===== src/rtl/vga_timing_pkg.sv =====
// vga_timing_pkg: 640x480@60 timing constants and the per-axis timing struct.
package vga_timing_pkg;

    typedef struct packed {
        int unsigned active;
        int unsigned fp;
        int unsigned sync;
        int unsigned bp;
    } timing_t;

    localparam timing_t VGA_H = '{640, 16, 96, 48};
    localparam timing_t VGA_V = '{480, 10, 2, 33};

    function automatic int unsigned total(timing_t t);
        return t.active + t.fp + t.sync + t.bp;
    endfunction

endpackage


===== src/rtl/wrap_counter.sv =====
// wrap_counter: 0..MAX counter advancing on inc, with a combinational carry at MAX.
module wrap_counter #(
    parameter int MAX = 7
) (
    input  logic                         clock,
    input  logic                         reset_n,
    input  logic                         inc,
    output logic [$clog2(MAX+1)-1:0]     count,
    output logic                         wrap
);

    localparam int W = $clog2(MAX + 1);

    assign wrap = inc && count == W'(MAX);

    always_ff @(posedge clock or negedge reset_n)
        if (!reset_n)
            count <= '0;
        else if (wrap)
            count <= '0;
        else if (inc)
            count <= count + W'(1);

endmodule


===== src/rtl/vga_timing.sv =====
// vga_timing: raster counters with registered sync/active/start strobes aligned to x,y.
module vga_timing
    import vga_timing_pkg::*;
#(
    parameter int H_ACTIVE = int'(VGA_H.active),
    parameter int H_FP     = int'(VGA_H.fp),
    parameter int H_SYNC   = int'(VGA_H.sync),
    parameter int H_BP     = int'(VGA_H.bp),
    parameter int V_ACTIVE = int'(VGA_V.active),
    parameter int V_FP     = int'(VGA_V.fp),
    parameter int V_SYNC   = int'(VGA_V.sync),
    parameter int V_BP     = int'(VGA_V.bp),
    parameter int HS_POL   = 0,
    parameter int VS_POL   = 0,
    localparam int H_TOTAL = H_ACTIVE + H_FP + H_SYNC + H_BP,
    localparam int V_TOTAL = V_ACTIVE + V_FP + V_SYNC + V_BP,
    localparam int XW      = $clog2(H_TOTAL),
    localparam int YW      = $clog2(V_TOTAL)
) (
    input  logic          clock,
    input  logic          reset_n,
    input  logic          enable,
    output logic [XW-1:0] x,
    output logic [YW-1:0] y,
    output logic          hsync,
    output logic          vsync,
    output logic          active,
    output logic          line_start,
    output logic          frame_start
);

    if (H_ACTIVE < 1 || H_FP < 1 || H_SYNC < 1 || H_BP < 1 ||
        V_ACTIVE < 1 || V_FP < 1 || V_SYNC < 1 || V_BP < 1 ||
        (HS_POL != 0 && HS_POL != 1) || (VS_POL != 0 && VS_POL != 1)) begin : g_bad_params
        $error("vga_timing: timing parameters must be >= 1 and polarities 0 or 1");
    end

    localparam logic [XW-1:0] XA  = XW'(H_ACTIVE);
    localparam logic [XW-1:0] HS0 = XW'(H_ACTIVE + H_FP);
    localparam logic [XW-1:0] HS1 = XW'(H_ACTIVE + H_FP + H_SYNC);
    localparam logic [YW-1:0] YA  = YW'(V_ACTIVE);
    localparam logic [YW-1:0] VS0 = YW'(V_ACTIVE + V_FP);
    localparam logic [YW-1:0] VS1 = YW'(V_ACTIVE + V_FP + V_SYNC);
    localparam logic          HP  = HS_POL[0];
    localparam logic          VP  = VS_POL[0];

    logic          xw, yw;
    logic [XW-1:0] xn;
    logic [YW-1:0] yn;

    wrap_counter #(.MAX(H_TOTAL - 1)) u_x (
        .clock(clock), .reset_n(reset_n), .inc(enable), .count(x), .wrap(xw)
    );

    wrap_counter #(.MAX(V_TOTAL - 1)) u_y (
        .clock(clock), .reset_n(reset_n), .inc(xw), .count(y), .wrap(yw)
    );

    // Decode from the counters' next values so the registered flags line up with x,y.
    assign xn = xw ? '0 : x + XW'(enable);
    assign yn = yw ? '0 : y + YW'(xw);

    always_ff @(posedge clock or negedge reset_n)
        if (!reset_n) begin
            active      <= 1'b1;
            hsync       <= ~HP;
            vsync       <= ~VP;
            line_start  <= 1'b0;
            frame_start <= 1'b0;
        end else begin
            active      <= xn < XA && yn < YA;
            hsync       <= (xn >= HS0 && xn < HS1) ? HP : ~HP;
            vsync       <= (yn >= VS0 && yn < VS1) ? VP : ~VP;
            line_start  <= xw;
            frame_start <= yw;
        end

endmodule


===== config.mk =====
export PLATFORM = sky130hd
export DESIGN_NAME = vga_timing
export DESIGN_NICKNAME = d
export VERILOG_FILES = /design/src/rtl/vga_timing_pkg.sv /design/src/rtl/wrap_counter.sv /design/src/rtl/vga_timing.sv
export SDC_FILE = /design/constraint.sdc
export NUM_CORES = 1
export LEC_CHECK = 0
export BUFFER_PORTS_ARGS = -buffer_cell sky130_fd_sc_hd__buf_2
export CELL_PAD_IN_SITES_DETAIL_PLACEMENT = 0
export CELL_PAD_IN_SITES_GLOBAL_PLACEMENT = 1
export CORE_AREA = 4 4 63 65
export CTS_CLUSTER_SIZE = 28
export DETAILED_ROUTE_END_ITERATION = 6
export DIE_AREA = 0 0 67 69
export PLACE_DENSITY_LB_ADDON = 0.08
export SLEW_MARGIN = 20
export SYNTH_ARGS = -nofsm -noshare
export SYNTH_HDL_FRONTEND = slang
export SYNTH_SLANG_ARGS = --single-unit
export TNS_END_PERCENT = 20

===== constraint.sdc =====
create_clock -name clock -period 4.57 [get_ports clock]
set_input_delay 0.457 -clock clock [delete_from_list [all_inputs] [get_ports clock]]
set_output_delay 0.457 -clock clock [all_outputs]
set_load 0.005 [all_outputs]

==> results of run 1 <==
==> metal layers <==
layer	share of wire [%]	vias to the layer above	GRT usage [%]
met1	46	573	18.3
met4	0.54	0	5.41
li1	-	570	-
met5	0	-	0
met2	50	22	24.3
met3	3.5	2	2.76
==> through the flow <==
step	hold slack, ns	cell area (µm²)	instances	total power [mW]	setup slack [ns]
5_1_grt	0.141	1660	219	0.524	1.07
4_1_cts	0.115	1660	219	0.496	1.34
3_5_place_dp	0.482	1640	215	0.395	1.36
3_3_place_gp	0.473	1640	215	0.395	1.49
6_report	0.107	1660	219	0.487	1.33
2_1_floorplan	0.161	1500	150	0.352	1.73
==> power by group <==
group	leakage, nW	switching, mW	total (mW)	internal (mW)
sequential	0.318	0.0503	0.293	0.243
clock	0.0150	0.0629	0.0969	0.0340
combinational	0.499	0.0501	0.0971	0.0470
==> cell families after synthesis <==
family,Yosys count,share of synthesized area (%)
buffers and inverters,15,5.66
adder cells (fa/ha/maj),7,5.83
AO/OA/AOI/OAI,15,6.50
multiplexers,2,1.33
XOR/XNOR,19,11.1
AND/OR/NAND/NOR,67,27.7
flip-flops,25,41.9
==> state kept, by name, indices dropped and copies added, names as in the netlist <==
signal,cells
vsync,1
hsync,1
u_y.count,10
line_start,1
active,1
frame_start,1
u_x.count,10
==> cells in the final DEF, fill, tap and decap left out, types with 2 or more instances in the layout <==
master | netlist | routed
nor2_1 | 15 | 15
nand2_1 | 8 | 8
clkbuf_4 | 0 | 3
nor2_2 | 2 | 2
dfstp_2 | 3 | 3
o21ai_0 | 7 | 7
ha_1 | 7 | 7
nand4_1 | 8 | 8
buf_2 | 1 | 27
nor3_1 | 6 | 6
or3_1 | 3 | 3
a21oi_1 | 2 | 2
or4_4 | 2 | 2
inv_1 | 6 | 6
xnor2_1 | 8 | 8
and3_1 | 4 | 4
mux2i_1 | 2 | 2
nand3_1 | 8 | 8
xor2_1 | 11 | 11
dfrtp_1 | 22 | 22
==> layout make-up <==
class                   count  area, µm²  area share [%]
repair buffers             27        135            8.13
flip-flops and latches     25        629            37.8
clock buffers               4       26.3            1.58
well taps                  46       57.6            3.46
multi-input cells         110        788            47.4
inverters                   7       26.3            1.58
==> path summary, 6_finish.rpt <==
| check | start | endpoint | slack [ns] | cells past startpoint |
|---|---|---|---|---|
| min reg2reg | u_y.count[8] | u_y.count[8] | 0.58 | 1 |
| max reg2reg | u_x.count[1] | active | 1.33 | 11 |
| min | reset_n | frame_start | 0.11 | 1 |
| max in group asynchronous | reset_n | hsync | 4.08 | 1 |
| min in group clock | enable | u_x.count[0] | 0.47 | 2 |
| max | u_x.count[1] | active | 1.33 | 11 |
==> critical path, cell delays in order (launching register included) <==
cell,delay [ns]
dfrtp_1,0.50
ha_1,0.26
nand4_4,0.12
or3_1,0.59
inv_2,0.25
ha_1,0.22
ha_1,0.24
nand4_1,0.14
xnor2_1,0.16
and3_1,0.17
o221a_2,0.30
nor4_2,0.21
==> summary.md, run 1 <==
| Metric | Value |
|---|---|
| Outcome | `finished, final reports clean` |
| Antenna violations before repair | `0` |
| Initial DRC Count | `65` |
| N_diodes | `0` |
| Top cells by count, synth | `dfrtp_1, nor2_1, xor2_1` |
| Final #Nets | `184` |
| Yosys reg bits | `25` |
| Slew HR | `63.1%` |
| Max cap viols | `0` |
| Leakage power | `0.832 nW` |
| Mean Syn Cell Area | `10.0 µm²` |
| Crit path DAT | `3.47 ns` |
| Core ar. | `3340 µm²` |
| Area delta synth->final | `10.7%` |
| Drt first pass iters | `4` |
| Final setup skew | `0.00650 ns` |
| Total GRT Usage | `14.6%` |
| Crit. End Element | `register` |
| Final Hold Fails | `0` |
| Port bufs | `27` |
| Sequential fraction of the synthesis area | `41.9%` |
| Cell Pwr Density | `293 nW/µm²` |
| First-pass GRT wire length | `5400 µm` |
| Root buf cell | `clkbuf_4` |
| Required @ worst endpoint | `4.80 ns` |
| Largest net degree at the start of global routing | `26` |
| Post-route ant nets | `0` |
| Post-DR wirelength/cell | `14.3 µm` |
| Via count | `1,167` |
| Die Y | `69 µm` |
| Slew @ Worst Pin | `0.553 ns` |
| Cell taking the most area after synthesis | `dfrtp_1` |
| Count of different cell masters after synthesis | `41` |
| Worst-skew pair later-pin latency | `0.31 ns` |
| Clock-pin slew on the worst setup and hold paths | `0.13 ns` |
| Top-count cell post-synth | `dfrtp_1` |
| GPL Wtd Cong | `0.884` |
| RSZ-0062 raised after global routing | `false` |
| Syn Inst Count | `150` |
| Area of the mapped netlist | `1500 µm²` |
| Post-synth ARST share | `100%` |
| Vias per std cell | `5.33` |
| Final Core Density | `49.8%` |
| Die W | `67 µm` |
| Hold Path Class | `input pin to asynchronous set/reset pin` |
| Ys Warns | `0` |
| PostCTS Resize Cnt | `0` |
| Startpoint Class | `register` |
| FILL cells | `322` |
| CTS tree | `yes` |
| Worst vdd ir | `0.000196 V` |
| Setup Buffers After CTS | `0` |
| DRC | `0` |
| Synth area leaders | `dfrtp_1, xor2_1, ha_1, dfstp_2, xnor2_1` |
| Number of synthesized flops with an enable pin | `0` |
| CTS sink cnt | `25` |
| Yosys top cell area share | `36.6%` |
| H-tree level count | `1` |
| Synthesized net count | `160` |
| Ys flop type | `dfrtp_1` |
| Clock buffer depth | `2` |
| Final setup viols | `0` |
| Post-layout minimum cycle time | `3.24 ns` |
| GR Overflow Total | `0` |
| Period utilization | `71.0%` |
| Vias in the first global route | `1,194` |
| Routed wire length | `3140 µm` |
| Total die area | `4620 µm²` |
| Initial Utilization | `45.0%` |
| Layout cells sized above 1 | `26.0%` |
| Num ports | `28` |
| WS Path Type | `register to register` |
| Total negative slack | `0 ns` |
| Final HPWL DP | `2390 µm` |
| Maximum clock frequency | `308 MHz` |
| Number of CTS-inserted buffers | `3` |
| CP Max Fanout | `12` |
| Hold-fix buffers, CTS | `0` |
| Rows | `21` |
| Max-slew violation count | `0` |
(Power assumes the default switching activity.)
==> run 2: changes to the inputs <==
--- a/config.mk
+++ b/config.mk
@@ -8,10 +8,10 @@
 export BUFFER_PORTS_ARGS = -buffer_cell sky130_fd_sc_hd__buf_2
 export CELL_PAD_IN_SITES_DETAIL_PLACEMENT = 0
 export CELL_PAD_IN_SITES_GLOBAL_PLACEMENT = 1
-export CORE_AREA = 4 4 63 65
+export CORE_AREA = 4 4 65 67
 export CTS_CLUSTER_SIZE = 28
 export DETAILED_ROUTE_END_ITERATION = 6
-export DIE_AREA = 0 0 67 69
+export DIE_AREA = 0 0 69 71
 export PLACE_DENSITY_LB_ADDON = 0.08
 export SLEW_MARGIN = 20
 export SYNTH_ARGS = -nofsm -noshare
==> constraint.sdc (replaced) <==
create_clock -name clock -period 3.3 [get_ports clock]
set_input_delay 0.33 -clock clock [delete_from_list [all_inputs] [get_ports clock]]
set_output_delay 0.33 -clock clock [all_outputs]
set_load 0.005 [all_outputs]
==> summary.md, run 2 (synthesized netlist as in run 1, its figures left out) <==
| Metric | Value |
|---|---|
| Vias per std cell | `5.27 (-1.2%)` |
| Crit path DAT | `3.12 ns (-0.35 ns)` |
| Inst Count DP | `218 (+1.4%)` |
| Final Hold Fails | `0 (unchanged)` |
| Die W | `69 µm (+3.0%)` |
| Post-place setup slack | `0.376 ns (-0.985 ns)` |
| Clock-pin slew on the worst setup and hold paths | `0.09 ns (-0.04 ns)` |
| Total negative slack | `0 ns (unchanged)` |
| Number of CTS-inserted buffers | `3 (unchanged)` |
| Largest net degree at the start of global routing | `26 (unchanged)` |
| Most common cell after layout, fill and taps aside | `buf_2` |
| CP peak stage delay | `0.45 ns (-0.14 ns)` |
| Hold-fix buffers, CTS | `0 (unchanged)` |
| Final Worst Setup Slack | `0.364 ns (-0.961 ns)` |
| DRC | `0 (unchanged)` |
| Power Total | `0.720 mW (+48%)` |
| Antenna violations before repair | `0 (unchanged)` |
| GR Overflow Total | `0 (unchanged)` |
| First-pass GRT wire length | `5490 µm (+1.5%)` |
| Final HPWL DP | `2370 µm (-0.95%)` |
| Period utilization | `89.0% (+18 points)` |
| Post-layout minimum cycle time | `2.94 ns (-0.309 ns)` |
| Total die area | `4900 µm² (+6.0%)` |
| Layout cells sized above 1 | `27.0% (+1.0 points)` |
| H-tree level count | `1 (unchanged)` |
| Final #Nets | `185 (+0.54%)` |
| Num ports | `28 (unchanged)` |
| Total GRT Usage | `13.6% (-1.0 points)` |
| Leakage power | `0.847 nW (+1.8%)` |
| WS Path Type | `register to register` |
| Area delta synth->final | `12.7%` |
| Worst vdd ir | `0.000244 V (+24%)` |
| Die Y | `71 µm (+2.9%)` |
| CP Max Fanout | `12 (unchanged)` |
| Startpoint Class | `register` |
| Routed wire length | `3150 µm (+0.61%)` |
| FILL cells | `369 (+15%)` |
| Worst r2r path cells | `11 (unchanged)` |
| Post-DR wirelength/cell | `14.2 µm (-0.75%)` |
| CP max stage cell | `dfrtp_1` |
| Worst-skew pair later-pin latency | `0.26 ns (-0.05 ns)` |
| Clock buffer depth | `2 (unchanged)` |
| GPL Wtd Cong | `0.829 (-6.2%)` |
| Hold Path Class | `input pin to asynchronous set/reset pin` |
| Layout Cells excl Fill | `222 (+1.4%)` |
| CTS sink cnt | `25 (unchanged)` |
| RSZ-0062 raised after global routing | `false` |
| Core ar. | `3630 µm² (+8.9%)` |
| Max-slew violation count | `0 (unchanged)` |
| Max cap viols | `0 (unchanged)` |
| Slew HR | `63.6% (+0.49 points)` |
| Critical Path, Cell by Cell | `ha_1, nand4_4, or3_1, inv_2, ha_1, ha_1, nand4_1, xnor2_1, and3_1, o221a_2, nor4_2` |
| Required @ worst endpoint | `3.48 ns (-1.32 ns)` |
| CTS tree | `yes` |
| Initial DRC Count | `70 (+7.7%)` |
| Crit. End Element | `register` |
| Most frequent cells in the layout | `buf_2, dfrtp_1, nor2_1` |
| Cell Pwr Density | `425 nW/µm² (+45%)` |
| Setup Buffers After CTS | `0 (unchanged)` |
| Rows | `22 (+4.8%)` |
| Slew @ Worst Pin | `0.546 ns (-0.00734 ns)` |
| Most common cell on crit path | `ha_1` |
| Root buf cell | `clkbuf_8` |
| Vias in the first global route | `1,130 (-5.4%)` |
| Via count | `1,169 (+0.17%)` |
| Maximum clock frequency | `341 MHz (+11%)` |
| Outcome | `finished, final reports clean` |
| Biggest regs | `u_x.count: 10 flops, u_y.count: 10 flops` |
| Final setup viols | `0 (unchanged)` |
| Drt first pass iters | `5 (+1)` |
| N_diodes | `0 (unchanged)` |
| Initial Utilization | `41.4% (-3.7 points)` |
| Post-route ant nets | `0 (unchanged)` |
| Final setup skew | `0.00336 ns (-0.00315 ns)` |
| PostCTS Resize Cnt | `0 (unchanged)` |
| Port bufs | `27 (unchanged)` |
[run 2: cell type report]
cell class,instances,area (µm²),share of cell area [%]
Inverter,7,26.3,1.55
Sequential cell,25,629,37.2
Clock buffer,3,41.3,2.44
Clock inverter,1,5.00,0.296
Timing Repair Buffer,28,143,8.43
Multi-Input combinational cell,110,788,46.6
Tap cell,48,60.1,3.55
[run 2: path summary, 6_finish.rpt]
kind / start / to / slack [ns]
worst max-delay path: u_x.count[0] / active / 0.36
worst min-delay path: reset_n / u_y.count[8] / 0.04
worst max register to register: u_x.count[0] / active / 0.36
worst min register to register: u_y.count[7] / u_y.count[7] / 0.58
max in group asynchronous: reset_n / hsync / 2.89
min in group clock: enable / u_x.count[1] / 0.39
[run 2: per-stage QoR]
stage / cell area [µm²] / utilization [%] / hold slack, ns
floorplan: 1500 / - / 0.0344
global placement: 1650 / 45.3 / 0.351
detailed placement: 1650 / 45.3 / 0.361
CTS: 1690 / 46.6 / 0.0655
global route: 1690 / 46.6 / 0.0734
finish: 1690 / 46.6 / 0.0390
[run 2: critical path, delay by kind of cell (launching register included)]
family | cells | cell delay (ns)
DFF | 1 | 0.45
adders and majority gates | 3 | 0.72
buffers and inverters | 1 | 0.20
xor gates and xnor gates | 1 | 0.15
AOI/OAI and AO/OA | 1 | 0.30
and+or+nand+nor | 5 | 1.05
[run 2: per-layer routing]
metal	part of all wire [%]	track usage [%]	wire [µm]
met1	48	18.4	1520
met2	46	21.4	1450
met3	5.2	4.12	164
met4	0.60	3.04	19
met5	0	0	0
[run 2: where the power goes]
part / internal [mW] / total (mW) / switching [mW]
sequential: 0.336 / 0.407 / 0.0708
clock: 0.0843 / 0.178 / 0.0935
combinational: 0.0652 / 0.135 / 0.0699
==> run 3: changes to the inputs <==
--- a/config.mk
+++ b/config.mk
@@ -5,13 +5,14 @@
 export SDC_FILE = /design/constraint.sdc
 export NUM_CORES = 1
 export LEC_CHECK = 0
+export ABC_AREA = 1
 export BUFFER_PORTS_ARGS = -buffer_cell sky130_fd_sc_hd__buf_2
 export CELL_PAD_IN_SITES_DETAIL_PLACEMENT = 0
 export CELL_PAD_IN_SITES_GLOBAL_PLACEMENT = 1
-export CORE_AREA = 4 4 65 67
+export CORE_AREA = 2 2 70 72
 export CTS_CLUSTER_SIZE = 28
 export DETAILED_ROUTE_END_ITERATION = 6
-export DIE_AREA = 0 0 69 71
+export DIE_AREA = 0 0 72 74
 export PLACE_DENSITY_LB_ADDON = 0.08
 export SLEW_MARGIN = 20
 export SYNTH_ARGS = -nofsm -noshare
==> summary.md, run 3 <==
| Metric | Value |
|---|---|
| Outcome | `finished, final reports clean` |
| Clock-pin slew on the worst setup and hold paths | `0.09 ns (about the same)` |
| R2R Setup Slk | `0.89 ns (+0.53 ns)` |
| Setup Buffers After CTS | `0 (unchanged)` |
| Worst r2r src | `u_x.count[0]` |
| Final setup viols | `0 (unchanged)` |
| PostCTS Resize Cnt | `0 (unchanged)` |
| Crit path DAT | `2.60 ns (-0.52 ns)` |
| N_diodes | `0 (unchanged)` |
| Ys Warns | `0 (unchanged)` |
| Count of different cell masters after synthesis | `29 (-29%)` |
| Die W | `72 µm (+4.3%)` |
| Startpoint Class | `register` |
| Biggest regs | `u_x.count: 10 flops, u_y.count: 10 flops` |
| Root buf cell | `clkbuf_8` |
| RSZ-0062 raised after global routing | `false` |
| Crit. End Element | `register` |
| Area delta synth->final | `12.2%` |
| Final HPWL DP | `3330 µm (+40%)` |
| Number of synthesized flops with an enable pin | `0 (unchanged)` |
| CTS tree | `yes` |
| Num ports | `28 (unchanged)` |
| Hold-fix buffers, CTS | `0 (unchanged)` |
| Worst-skew pair later-pin latency | `0.27 ns (about the same)` |
| Ys flop type | `dfrtp_1` |
| Final Hold Fails | `0 (unchanged)` |
| Power Total | `0.901 mW (+25%)` |
| Post-synth ARST share | `100% (unchanged)` |
| Reg-to-reg endpoint | `vsync` |
| DRC | `0 (unchanged)` |
| Total GRT Usage | `17.2% (+3.6 points)` |
| CP endpoint | `vsync` |
| Leakage power | `1.03 nW (+22%)` |
| Initial DRC Count | `86 (+23%)` |
| Most common cell after layout, fill and taps aside | `nand2_1` |
| Hold Path Class | `input pin to asynchronous set/reset pin` |
| Syn Inst Count | `245 (+63%)` |
| Maximum clock frequency | `415 MHz (+22%)` |
| Post-route ant nets | `0 (unchanged)` |
| Top cells by count, synth | `nand2_1, inv_1, nor2_1` |
| Post-DR wirelength/cell | `13.3 µm (-6.7%)` |
| Post-layout minimum cycle time | `2.41 ns (-0.529 ns)` |
| Final instance area | `1970 µm² (+16%)` |
| Final Worst Setup Slack | `0.893 ns (+0.529 ns)` |
| Port bufs | `27 (unchanged)` |
| CP Max Fanout | `6 (-6)` |
| Final #Nets | `283 (+53%)` |
| Cell Pwr Density | `458 nW/µm² (+7.7%)` |
| Slew @ Worst Pin | `0.618 ns (+0.0722 ns)` |
| Die Y | `74 µm (+4.2%)` |
| Via count | `1,637 (+40%)` |
| Vias per std cell | `5.02 (-4.6%)` |
| Max-slew violation count | `0 (unchanged)` |
| Drt first pass iters | `4 (-1)` |
| Routed wire length | `4320 µm (+37%)` |
| Cell taking the most area after synthesis | `dfrtp_1` |
| GPL Wtd Cong | `0.816 (-1.5%)` |
| GR Overflow Total | `0 (unchanged)` |
| Worst r2r path cells | `15 (+4)` |
| Period utilization | `72.9% (-16 points)` |
| Largest net degree at the start of global routing | `26 (unchanged)` |
| Initial Utilization | `38.1% (-3.2 points)` |
| Sequential fraction of the synthesis area | `35.9% (-6.0 points)` |
| Final setup skew | `0.00200 ns (-0.00136 ns)` |
| Total negative slack | `0 ns (unchanged)` |
| Required @ worst endpoint | `3.49 ns (about the same)` |
| Clock buffer depth | `2 (unchanged)` |
| Slew HR | `58.8% (-4.8 points)` |
| Number of CTS-inserted buffers | `3 (unchanged)` |
| Total die area | `5330 µm² (+8.8%)` |
| Worst setup path start | `u_x.count[0]` |
| Worst vdd ir | `0.000301 V (+23%)` |
| Vias in the first global route | `1,464 (+30%)` |
| Post-place setup slack | `0.948 ns (+0.572 ns)` |
| Final Core Density | `42.8% (-3.8 points)` |
| Synth area leaders | `dfrtp_1, nand2_1, inv_1, nand3_1, nor2_1` |
| Top-count cell post-synth | `nand2_1` |
| CTS sink cnt | `25 (unchanged)` |
| Max cap viols | `0 (unchanged)` |
| Yosys reg bits | `25 (unchanged)` |
| First-pass GRT wire length | `7220 µm (+32%)` |
| Area of the mapped netlist | `1750 µm² (+17%)` |
| Rows | `25 (+14%)` |
| Most frequent cells in the layout | `nand2_1, inv_1, buf_2` |
| WS Path Type | `register to register` |
| Core ar. | `4600 µm² (+27%)` |
| DP Area | `1920 µm² (+17%)` |
| Synthesized net count | `255 (+59%)` |
| Yosys top cell area share | `31.4% (-5.2 points)` |
| Mean Syn Cell Area | `7.15 µm² (-29%)` |
| H-tree level count | `1 (unchanged)` |
| Layout cells sized above 1 | `19.9% (-7.2 points)` |
| Antenna violations before repair | `0 (unchanged)` |
## run 3: final cells by class
class / count / area [µm²]
Sequential cell: 25 / 629
Multi-Input combinational cell: 177 / 942
Clock buffer: 4 / 45.0
Tap cell: 54 / 67.6
Timing Repair Buffer: 27 / 135
Fill cell: 494 / 2630
Inverter: 39 / 148
## run 3: how the worst min path moves through the flow
stage	start	endpoint	slack (ns)	cells after the start
2_1_floorplan	reset_n	frame_start	0.03	0
3_3_place_gp	reset_n	u_x.count[6]	0.38	1
3_5_place_dp	reset_n	u_x.count[7]	0.38	1
4_1_cts	reset_n	u_x.count[7]	0.08	1
5_1_grt	reset_n	u_x.count[6]	0.1	1
6_report	reset_n	u_x.count[6]	0.07	1
## run 3: metal layers
layer / share of wire [%] / GRT usage (%) / vias to the layer above / routed length (µm)
li1: - / - / 838 / -
met1: 54 / 27.0 / 763 / 2310
met2: 43 / 25.3 / 34 / 1860
met3: 3.2 / 2.17 / 2 / 138
met4: 0.32 / 3.14 / 0 / 14
met5: 0 / 0 / - / 0
## run 3: kinds of logic after synthesis
kind of cell | synth area share (%)
buf+inv | 10.3
fa+ha+maj | 5.00
simple gates | 36.6
flops | 35.9
compound gates | 8.14
xor+xnor | 4.00
## run 3: worst max-delay path, cell delays in order (launching register included)
cell	delay, ns
dfrtp_1	0.46
ha_1	0.27
nand2_1	0.07
nor2_1	0.13
nand3_2	0.12
inv_2	0.12
ha_1	0.24
ha_1	0.22
nand2_1	0.08
nor2_1	0.13
nand2_1	0.07
nand2_1	0.06
nand2_1	0.04
nor2_1	0.09
nand2_1	0.07
nand3b_1	0.15
## run 3: where the power goes
| part | switching, mW | total [mW] | internal (mW) |
|---|---|---|---|
| sequential | 0.0872 | 0.437 | 0.350 |
| clock | 0.0994 | 0.186 | 0.0864 |
| combinational | 0.172 | 0.278 | 0.106 |
| total | 0.359 | 0.901 | 0.542 |
## run 3: through the flow
step | instances | hold WS, ns
finish | 326 | 0.0680
global route | 326 | 0.0965
CTS | 326 | 0.0773
detailed placement | 322 | 0.378
global placement | 322 | 0.376
floorplan | 245 | 0.0344
